===== src/rtl/ntt_twiddle_addr_gen.sv =====
// Twiddle read-address sequencer for one NTT/INTT unit: walks passes x beats and emits one root-RAM row per butterfly level.
// Optional sticky error flag (illegal start / over-long stall) enabled by defining TWIDDLE_ERR_FLAG_EN.
module ntt_twiddle_addr_gen #(
  parameter int N              = 4096,
  parameter int E              = 8,
  parameter int ROOT_POWER_NUM = 4,
  parameter int GAP_CYCLES     = 4,
  localparam int LOGE   = $clog2(E),
  localparam int LOG_N  = $clog2(N),
  localparam int NB     = N / E,
  localparam int LOG_NB = $clog2(NB),
  localparam int P      = LOG_N / LOGE,
  localparam int ADDR_W = $clog2(N / (E / 2)),
  localparam int RSEL_W = (ROOT_POWER_NUM > 1) ? $clog2(ROOT_POWER_NUM) : 1,
  localparam int PASS_W = (P > 1) ? $clog2(P) : 1
) (
  input  logic                         clk_i,
  input  logic                         rst_ni,
  input  logic                         start_i,
  input  logic                         intt_mode_i,
  input  logic [RSEL_W-1:0]            root_sel_in_i,
  input  logic                         hold_i,
  output logic                         busy_o,
  output logic                         done_o,
  output logic                         addr_valid_o,
  output logic [LOGE-1:0][ADDR_W-1:0]  raddr_o,
  output logic [RSEL_W-1:0]            root_select_o,
  output logic [PASS_W-1:0]            pass_idx_o,
  output logic [LOG_NB-1:0]            beat_idx_o,
  output logic                         last_beat_o
`ifdef TWIDDLE_ERR_FLAG_EN
  ,output logic                        err_o
`endif
);

  if (LOG_N % LOGE != 0) begin : g_bad_cfg
    $error("ntt_twiddle_addr_gen: log2(N) must be a multiple of log2(E)");
  end

  localparam int GAP_W    = (GAP_CYCLES > 1) ? $clog2(GAP_CYCLES) : 1;
  localparam int GAP_INIT = (GAP_CYCLES > 0) ? GAP_CYCLES - 1 : 0;
  localparam logic [LOG_NB-1:0] BEAT_LAST = LOG_NB'(NB - 1);
  localparam logic [LOG_NB-1:0] BEAT_ONE  = LOG_NB'(1);
  localparam logic [PASS_W-1:0] PASS_LAST = PASS_W'(P - 1);
  localparam logic [PASS_W-1:0] PASS_ONE  = PASS_W'(1);
  localparam logic [GAP_W-1:0]  GAP_LOAD  = GAP_W'(GAP_INIT);
  localparam logic [GAP_W-1:0]  GAP_ONE   = GAP_W'(1);

  typedef enum logic [1:0] {IDLE, RUN, GAP, DONE} state_e;

  state_e                      state_q;
  logic [PASS_W-1:0]           pass_q;
  logic [LOG_NB-1:0]           beat_q;
  logic                        mode_q;
  logic [GAP_W-1:0]            gap_q;
  logic                        busy_q, done_q, valid_q, last_q;
  logic [LOGE-1:0][ADDR_W-1:0] raddr_q;
  logic [RSEL_W-1:0]           rsel_q;
  logic [PASS_W-1:0]           pass_idx_q;
  logic [LOG_NB-1:0]           beat_idx_q;

  logic                        idle_c, emit_c, end_beat_c, end_pass_c, cur_mode_c;
  logic [PASS_W-1:0]           cur_pass_c;
  logic [LOG_NB-1:0]           cur_beat_c;
  logic [LOGE-1:0][ADDR_W-1:0] raddr_c;
  int                          stage_c, lvl_c;

  // pass_q/beat_q name the next beat to emit; an accepted start emits beat 0 on the same edge.
  always_comb begin
    idle_c     = (state_q == IDLE);
    cur_pass_c = idle_c ? '0 : pass_q;
    cur_beat_c = idle_c ? '0 : beat_q;
    cur_mode_c = idle_c ? intt_mode_i : mode_q;
    emit_c     = !hold_i && ((idle_c && start_i) || (state_q == RUN));
    end_beat_c = (cur_beat_c == BEAT_LAST);
    end_pass_c = (cur_pass_c == PASS_LAST);
    raddr_c    = '0;
    stage_c    = 0;
    lvl_c      = 0;
    for (int l = 0; l < LOGE; l++) begin
      stage_c = int'(cur_pass_c) * LOGE + l;
      if (cur_mode_c) stage_c = LOG_N - 1 - stage_c;
      lvl_c      = (stage_c < LOG_NB) ? stage_c : LOG_NB;
      raddr_c[l] = ADDR_W'((1 << lvl_c) - 1) + ADDR_W'(cur_beat_c >> (LOG_NB - lvl_c));
    end
  end

  always_ff @(posedge clk_i or negedge rst_ni) begin
    if (!rst_ni) begin
      state_q    <= IDLE;
      pass_q     <= '0;
      beat_q     <= '0;
      mode_q     <= 1'b0;
      gap_q      <= '0;
      busy_q     <= 1'b0;
      done_q     <= 1'b0;
      valid_q    <= 1'b0;
      last_q     <= 1'b0;
      raddr_q    <= '0;
      rsel_q     <= '0;
      pass_idx_q <= '0;
      beat_idx_q <= '0;
    end else begin
      done_q  <= 1'b0;
      valid_q <= 1'b0;
      last_q  <= 1'b0;
      case (state_q)
        IDLE: if (start_i) begin
          mode_q  <= intt_mode_i;
          rsel_q  <= root_sel_in_i;
          busy_q  <= 1'b1;
          pass_q  <= '0;
          beat_q  <= '0;
          state_q <= RUN;
        end
        GAP: begin
          if (gap_q == '0) state_q <= RUN;
          else             gap_q   <= gap_q - GAP_ONE;
        end
        DONE: begin
          done_q  <= 1'b1;
          busy_q  <= 1'b0;
          state_q <= IDLE;
        end
        default: ;
      endcase
      // Later assignments here override the state-case defaults above.
      if (emit_c) begin
        valid_q    <= 1'b1;
        raddr_q    <= raddr_c;
        pass_idx_q <= cur_pass_c;
        beat_idx_q <= cur_beat_c;
        last_q     <= end_beat_c && end_pass_c;
        if (!end_beat_c) begin
          beat_q <= cur_beat_c + BEAT_ONE;
        end else if (end_pass_c) begin
          state_q <= DONE;
        end else begin
          pass_q <= cur_pass_c + PASS_ONE;
          beat_q <= '0;
          if (GAP_CYCLES > 0) begin
            state_q <= GAP;
            gap_q   <= GAP_LOAD;
          end
        end
      end
    end
  end

`ifdef TWIDDLE_ERR_FLAG_EN
  localparam logic [LOG_NB:0] HOLD_LIMIT = (LOG_NB + 1)'(NB);
  localparam logic [LOG_NB:0] HOLD_ONE   = (LOG_NB + 1)'(1);

  logic [LOG_NB:0] hold_run_q;
  logic            err_q;

  // hold_run_q counts earlier consecutive stalled RUN cycles; reaching NB means this is stall NB+1.
  always_ff @(posedge clk_i or negedge rst_ni) begin
    if (!rst_ni) begin
      hold_run_q <= '0;
      err_q      <= 1'b0;
    end else begin
      if (state_q == RUN && hold_i) begin
        if (hold_run_q != HOLD_LIMIT) hold_run_q <= hold_run_q + HOLD_ONE;
        else                          err_q      <= 1'b1;
      end else begin
        hold_run_q <= '0;
      end
      if (start_i && state_q != IDLE) err_q <= 1'b1;
    end
  end

  assign err_o = err_q;
`endif

  assign busy_o        = busy_q;
  assign done_o        = done_q;
  assign addr_valid_o  = valid_q;
  assign raddr_o       = raddr_q;
  assign root_select_o = rsel_q;
  assign pass_idx_o    = pass_idx_q;
  assign beat_idx_o    = beat_idx_q;
  assign last_beat_o   = last_q;

endmodule


===== config.mk =====
export PLATFORM = sky130hd
export DESIGN_NAME = ntt_twiddle_addr_gen
export DESIGN_NICKNAME = d
export VERILOG_FILES = /design/src/rtl/ntt_twiddle_addr_gen.sv
export SDC_FILE = /design/constraint.sdc
export NUM_CORES = 1
export LEC_CHECK = 0
export CAP_MARGIN = 20
export CORE_MARGIN = 5
export CORE_UTILIZATION = 30
export CTS_CLUSTER_SIZE = 25
export DETAILED_ROUTE_END_ITERATION = 6
export PLACE_DENSITY = 0.54
export SETUP_SLACK_MARGIN = 0.3
export SYNTH_ARGS = -nofsm -noshare
export SYNTH_HDL_FRONTEND = slang
export SYNTH_SLANG_ARGS = --single-unit

===== constraint.sdc =====
create_clock -name clk_i -period 5.9 [get_ports clk_i]
set_input_delay 1.77 -clock clk_i [delete_from_list [all_inputs] [get_ports clk_i]]
set_output_delay 1.77 -clock clk_i [all_outputs]
set_load 0.02 [all_outputs]

== Yosys cells after proc, flatten, opt, wreduce, memory -nomap -nowiden ==
Cells that the tools add are included.

* Bits in registers: 63
* Input port bits: 7
* Logic and storage cells: 93

* Add/sub/neg operators: 17
* Multiply operators: 1
* Magnitude comparators: 3
* Equal/unequal tests: 6
* Shift operators: 6
* Mux-type cells: 35
* Reductions and logical operators: 10

{| class="wikitable"
|+ Operators by type and width
! cell !! number
|-
| 32-bit two-way mux || 6
|-
| 5-bit by 32-bit subtractor with 32-bit output, first input constant || 5
|-
| 32-bit by 5-bit < comparator with 1-bit output, second input constant || 3
|-
| 1-bit by 32-bit left shift with 10-bit output, first input constant || 3
|-
| 9-bit by 32-bit right shift with 10-bit output || 3
|-
| 9-bit two-way mux || 6
|-
| 32-bit by 2-bit adder with 32-bit output, second input constant || 1
|-
| 10-bit adder || 3
|-
| 2-bit two-way mux || 15
|-
| 10-bit by 2-bit subtractor with 10-bit output, second input constant || 3
|-
| 9-bit by 1-bit adder with 9-bit output, second input constant || 1
|-
| 9-bit equality test, second input constant || 1
|-
| 2-bit equality test, second input constant || 3
|-
| 1-bit two-way mux || 6
|-
| 2-bit case mux with 3 select lines || 1
|-
| 4-bit by 5-bit subtractor with 6-bit output, first input constant || 1
|-
| 4-bit by 2-bit adder with 5-bit output, second input constant || 1
|-
| 2-bit zero test || 2
|-
| 2-bit by 2-bit multiplier with 4-bit output, second input constant || 1
|-
| 2-bit AND reduction || 2
|-
| 1-bit logical AND || 3
|-
| 2-bit by 1-bit adder with 2-bit output, second input constant || 1
|-
| 2-bit by 1-bit equality test with 1-bit output, second input constant || 1
|-
| 2-bit inequality test, second input constant || 1
|-
| other kinds (5) || 5
|}

== Depth between registers and ports, before layout ==
Gate-level depths: netlist (run 1).

* Word-level depth: 11
* Depth in mapped cells: 30
* Mapped depth without buffers: 28

== Worst setup path before layout (run 1) ==
No wires, ideal clock.

* Kind: input-to-reg
* Start point: input intt_mode_i
* End point: register raddr_q (netlist bit raddr_o[19])
* Setup time: 0.133 ns
* Data arrival time: 5.989 ns
* Data required time: 5.767 ns
* Slack: -0.222 ns
* Stages: 25
* Buffers on the path: 2
* Path through: or3b_1 buf_2 a21bo_2 a21oi_1 nor2_1 o21ai_2 buf_2 ha_1 inv_1 o211ai_1 o211a_1 and2b_4 a32oi_1 ha_1 inv_1 ha_1 fa_1 a21oi_1 nor2_1 nor2_1 nor2b_1 o21ai_0 a21oi_1 xnor2_1 o21ai_0

* Longest elaborated chain between the ends: 7
* Elaborated cells between the ends (all ways): 9
* Classes of those cells: add/sub (3); order compare (1); shift (2); mux (3)

{| class="wikitable"
|+ Ends and longest elaborated chain
! item !! line !! text
|-
| start, declared || 20 || <nowiki>input logic intt_mode_i,</nowiki>
|-
| 1-bit two-way mux (*) || 73 || <nowiki>cur_mode_c = idle_c ? intt_mode_i : mode_q;</nowiki>
|-
| 32-bit two-way mux (*) || 82 || <nowiki>if (cur_mode_c) stage_c = LOG_N - 1 - stage_c;</nowiki>
|-
| 32-bit by 5-bit < comparator with 1-bit output || 83 || <nowiki>lvl_c = (stage_c < LOG_NB) ? stage_c : LOG_NB;</nowiki>
|-
| 32-bit two-way mux (*) || 83 ||
|-
| 5-bit by 32-bit subtractor with 32-bit output / 1-bit by 32-bit left shift with 10-bit output (equally long branches) || 84 || <nowiki>raddr_c[l] = ADDR_W'((1 << lvl_c) - 1) + ADDR_W'(cur_beat_c >> (LOG_NB - lvl_c));</nowiki>
|-
| 9-bit by 32-bit right shift with 10-bit output / 10-bit by 2-bit subtractor with 10-bit output (equally long branches) || 84 ||
|-
| 10-bit adder (*) || 84 ||
|-
| end signal, assigned || 130 || <nowiki>raddr_q <= raddr_c;</nowiki>
|-
| end, declared || 57 || <nowiki>logic [LOGE-1:0][ADDR_W-1:0] raddr_q;</nowiki>
|}

Every way passes the cells marked *; elsewhere a longest branch is shown, timed or not.
A chain may end at the register's enable or synchronous reset.

== Worst setup path in the final report (run 1) ==
Ends and elaborated chain as after synthesis.

==> results of run 1 <==
==> cell type report <==
cell class              instances  area (µm²)
flip-flops and latches         63        1577
well taps                     265       331.6
clock buffers                  13       260.3
fillers                      1986       11290
inverters                      73       276.5
multi-input cells             582        4099
clock inverters                 3       65.06
repair buffers                171        1440
==> timing repair <==
action | 4_1_cts | 5_1_grt
endpoints found under the setup margin | 14 | 10
setup buffers | 3 | 3
pin swaps | 7 | 25
resized for setup | 3 | 31
==> stage by stage <==
stage,hold WS [ns],util [%]
after global placement,0.4577,39.11
after global routing,0.4936,41.63
after CTS,0.4759,40.92
after floorplan,0.4861,-
after detailed placement,0.4638,39.11
final,0.4683,41.63
==> final timing paths <==
check                       startpoint     endpoint  slack, ns  depth (start not counted)
hold reg to reg            raddr_o[12]  raddr_o[12]       0.47                          2
setup / recovery           intt_mode_i  raddr_o[19]       0.52                         25
max in group asynchronous       rst_ni    beat_q[3]       3.75                          2
hold / removal             raddr_o[12]  raddr_o[12]       0.47                          2
setup reg to reg            state_q[0]  raddr_o[29]       0.74                         27
min in group asynchronous       rst_ni   raddr_o[2]       1.60                          2
==> synthesized netlist by cell type (10+ instances only) <==
master	n	area, µm²
a21oi_1	48	240.2
and2_1	12	75.07
clkbuf_1	22	82.58
dfrtp_1	63	1577
ha_1	63	788.3
inv_1	73	274.0
mux2i_1	15	150.1
nand2_1	121	454.2
nand3_1	18	90.09
nor2_1	51	191.4
nor3_1	15	75.07
o21ai_0	74	370.4
xnor2_1	25	219.0
xor2_1	10	87.58
==> logic make-up (layout without fill, tap and decap cells) <==
group                      Yosys count  after routing
xor gates and xnor gates            36             36
muxes                               20             20
buffers and inverters              108            260
adders and majority gates           66             66
DFF                                 63             63
and+or+nand+nor                    267            267
AOI/OAI and AO/OA                  193            193
==> state kept, by name (all words and copies together) (netlist names) <==
name	flops
addr_valid_o	1
beat_idx_o	9
beat_q	9
busy_o	1
done_o	1
gap_q	2
last_beat_o	1
mode_q	1
pass_idx_o	2
pass_q	2
raddr_o	30
root_select_o	2
state_q	2
==> where the power goes <==
group          switching (mW)  leakage, nW  total, mW  internal, mW
Sequential             0.0848        0.793      0.655         0.570
Combinational           0.979         2.78       1.99          1.01
Clock                   0.189        0.160      0.581         0.392
Total                    1.25         3.73       3.23          1.98
==> tightest hold or removal path: stages (launching register included) <==
cell	delay [ns]
dfrtp_1	0.33
nand2_1	0.05
nand2_1	0.05
==> per-layer routing <==
metal,global-route usage (%),wire (µm)
met5,0,0
met4,5.078,324
met3,2.574,694
met2,25.57,7733
met1,19.78,7795
==> results.cfg, run 1 <==
[clocking]
cts_sinks = 63
cts_tree = yes
cts-buffers-inserted = 9
cts-root-buf = clkbuf_16
cts_buffer_depth = 2
clk_pin_slew_ns = 0.05
clock_latency_ns = 0.34
postCtsHoldBufs = 0
cts_max_level = 3

[routing]
viasPerCell = 4.758
drt-initial-drc-count = 293
dr_total_vias = 5567
wl_per_cell_um = 14.14
drc = 0
drtPass1Iterations = 5
ant_nets = 0
routed_wl_um = 16550

[synthesis]
synth-simple-area-share_pct = 21.02
syn-instance-count = 753
synth-async-reset-ratio_pct = 100.0
synth.avg_cell_area_um2 = 7.795
synth_top_family_by_area = simple AND/OR/NAND/NOR gates
yosysWarnings = 0
synth_seq_cells = 63
syn-cell-area_mm2 = 0.005869
synth_compound_area_share_pct = 20.85
synth.area.mux_share_pct = 3.709
ys_seq_area_share_pct = 26.86
synth_edf_count = 0
synth-main-ff-cell = dfrtp_1
synth-xor-area-share_pct = 5.692
synth_adder_area_share_pct = 14.45
synthDistinctLibCells = 73
synth_nets = 826

[min_path]
hp-class = flip-flop to flip-flop

[setup_path]
crit_path_end_kind = flip-flop
critPathMaxStageDelay_ns = 0.40
critPathLaunchType = input pin
critPathMostFrequentCell = buf_6
critPathKind = input pin to flip-flop
worstPathArrival_ns = 5.59
slowest_stage = or3b_4
crit_required_ns = 6.11
path_buf_inv = 5
cp_top_family = simple AND/OR/NAND/NOR gates
crit_fanout = 5

[cells_and_area]
final_common_cell = nand2_1
layout-drive-gt1-share_pct = 22.65
finalNetCount = 973
diodes = 0
layout_common_cells = 120 x nand2_1, 114 x buf_4, 69 x inv_1, 67 x o21ai_0, 63 x dfrtp_1
fin_cells = 1170
syn_to_final_growth_pct = 37.13
design_area_mm2 = 0.008049

[floorplanning]
die_h_um = 149.9
coreArea_mm2 = 0.01933
io_pins = 54
fp-row-count = 51
die_w_um = 149.9
die-area_mm2 = 0.02246
start_util_pct = 30.36

[sta]
skew_ns = 0.008985
relSlewSlack_pct = 46.04
fin_crit_ns = 5.382
fmax_ghz = 0.1858
hold_viol = 0
finalSetupTns_ns = 0
setup_slack_ns = 0.5183
worst_pin_slew_ns = 0.8094
slew_violations = 0
min_period_over_period_pct = 91.22
setup_viol = 0
rsz0062_at_grt = yes

[placed_design]
placed_area_mm2 = 0.007562
post-place-cells = 1148
place_ws_ns = -0.3684
dp_hpwl_um = 12740
gp_congestion = 0.9010
portBuffers = 53

[pwr]
power_mw = 3.230
power.density_mw_per_mm2 = 401.3
power_leakage_nw = 3.729
max-vdd-ir-drop_v = 0.0001311

[global_route]
grt_first_pass_wirelength_um = 27300
grt_max_degree = 64
overflow = 0
track_usage_pct = 15.20
grt_pass1_vias = 5515
grt_antenna_before_repair = 0

[flow_run]
drv_cap = 0

[status]
outcome = finished clean
Note: power is estimated with default switching activity, not from simulation.
==> run 2: changes to the inputs <==
--- a/config.mk
+++ b/config.mk
@@ -10,6 +10,7 @@
 export CORE_UTILIZATION = 30
 export CTS_CLUSTER_SIZE = 25
 export DETAILED_ROUTE_END_ITERATION = 6
+export GPL_ROUTABILITY_DRIVEN = 1
 export PLACE_DENSITY = 0.54
 export SETUP_SLACK_MARGIN = 0.3
 export SYNTH_ARGS = -nofsm -noshare
==> results of run 2 <==
Final layout, timing and power as in run 1 (identical DEF).
==> run 3: changes to the inputs <==
--- a/config.mk
+++ b/config.mk
@@ -13,6 +13,7 @@
 export GPL_ROUTABILITY_DRIVEN = 1
 export PLACE_DENSITY = 0.54
 export SETUP_SLACK_MARGIN = 0.3
+export SLEW_MARGIN = 15
 export SYNTH_ARGS = -nofsm -noshare
 export SYNTH_HDL_FRONTEND = slang
 export SYNTH_SLANG_ARGS = --single-unit
==> results of run 3 <==
Final layout, timing and power as in run 1 (identical DEF).
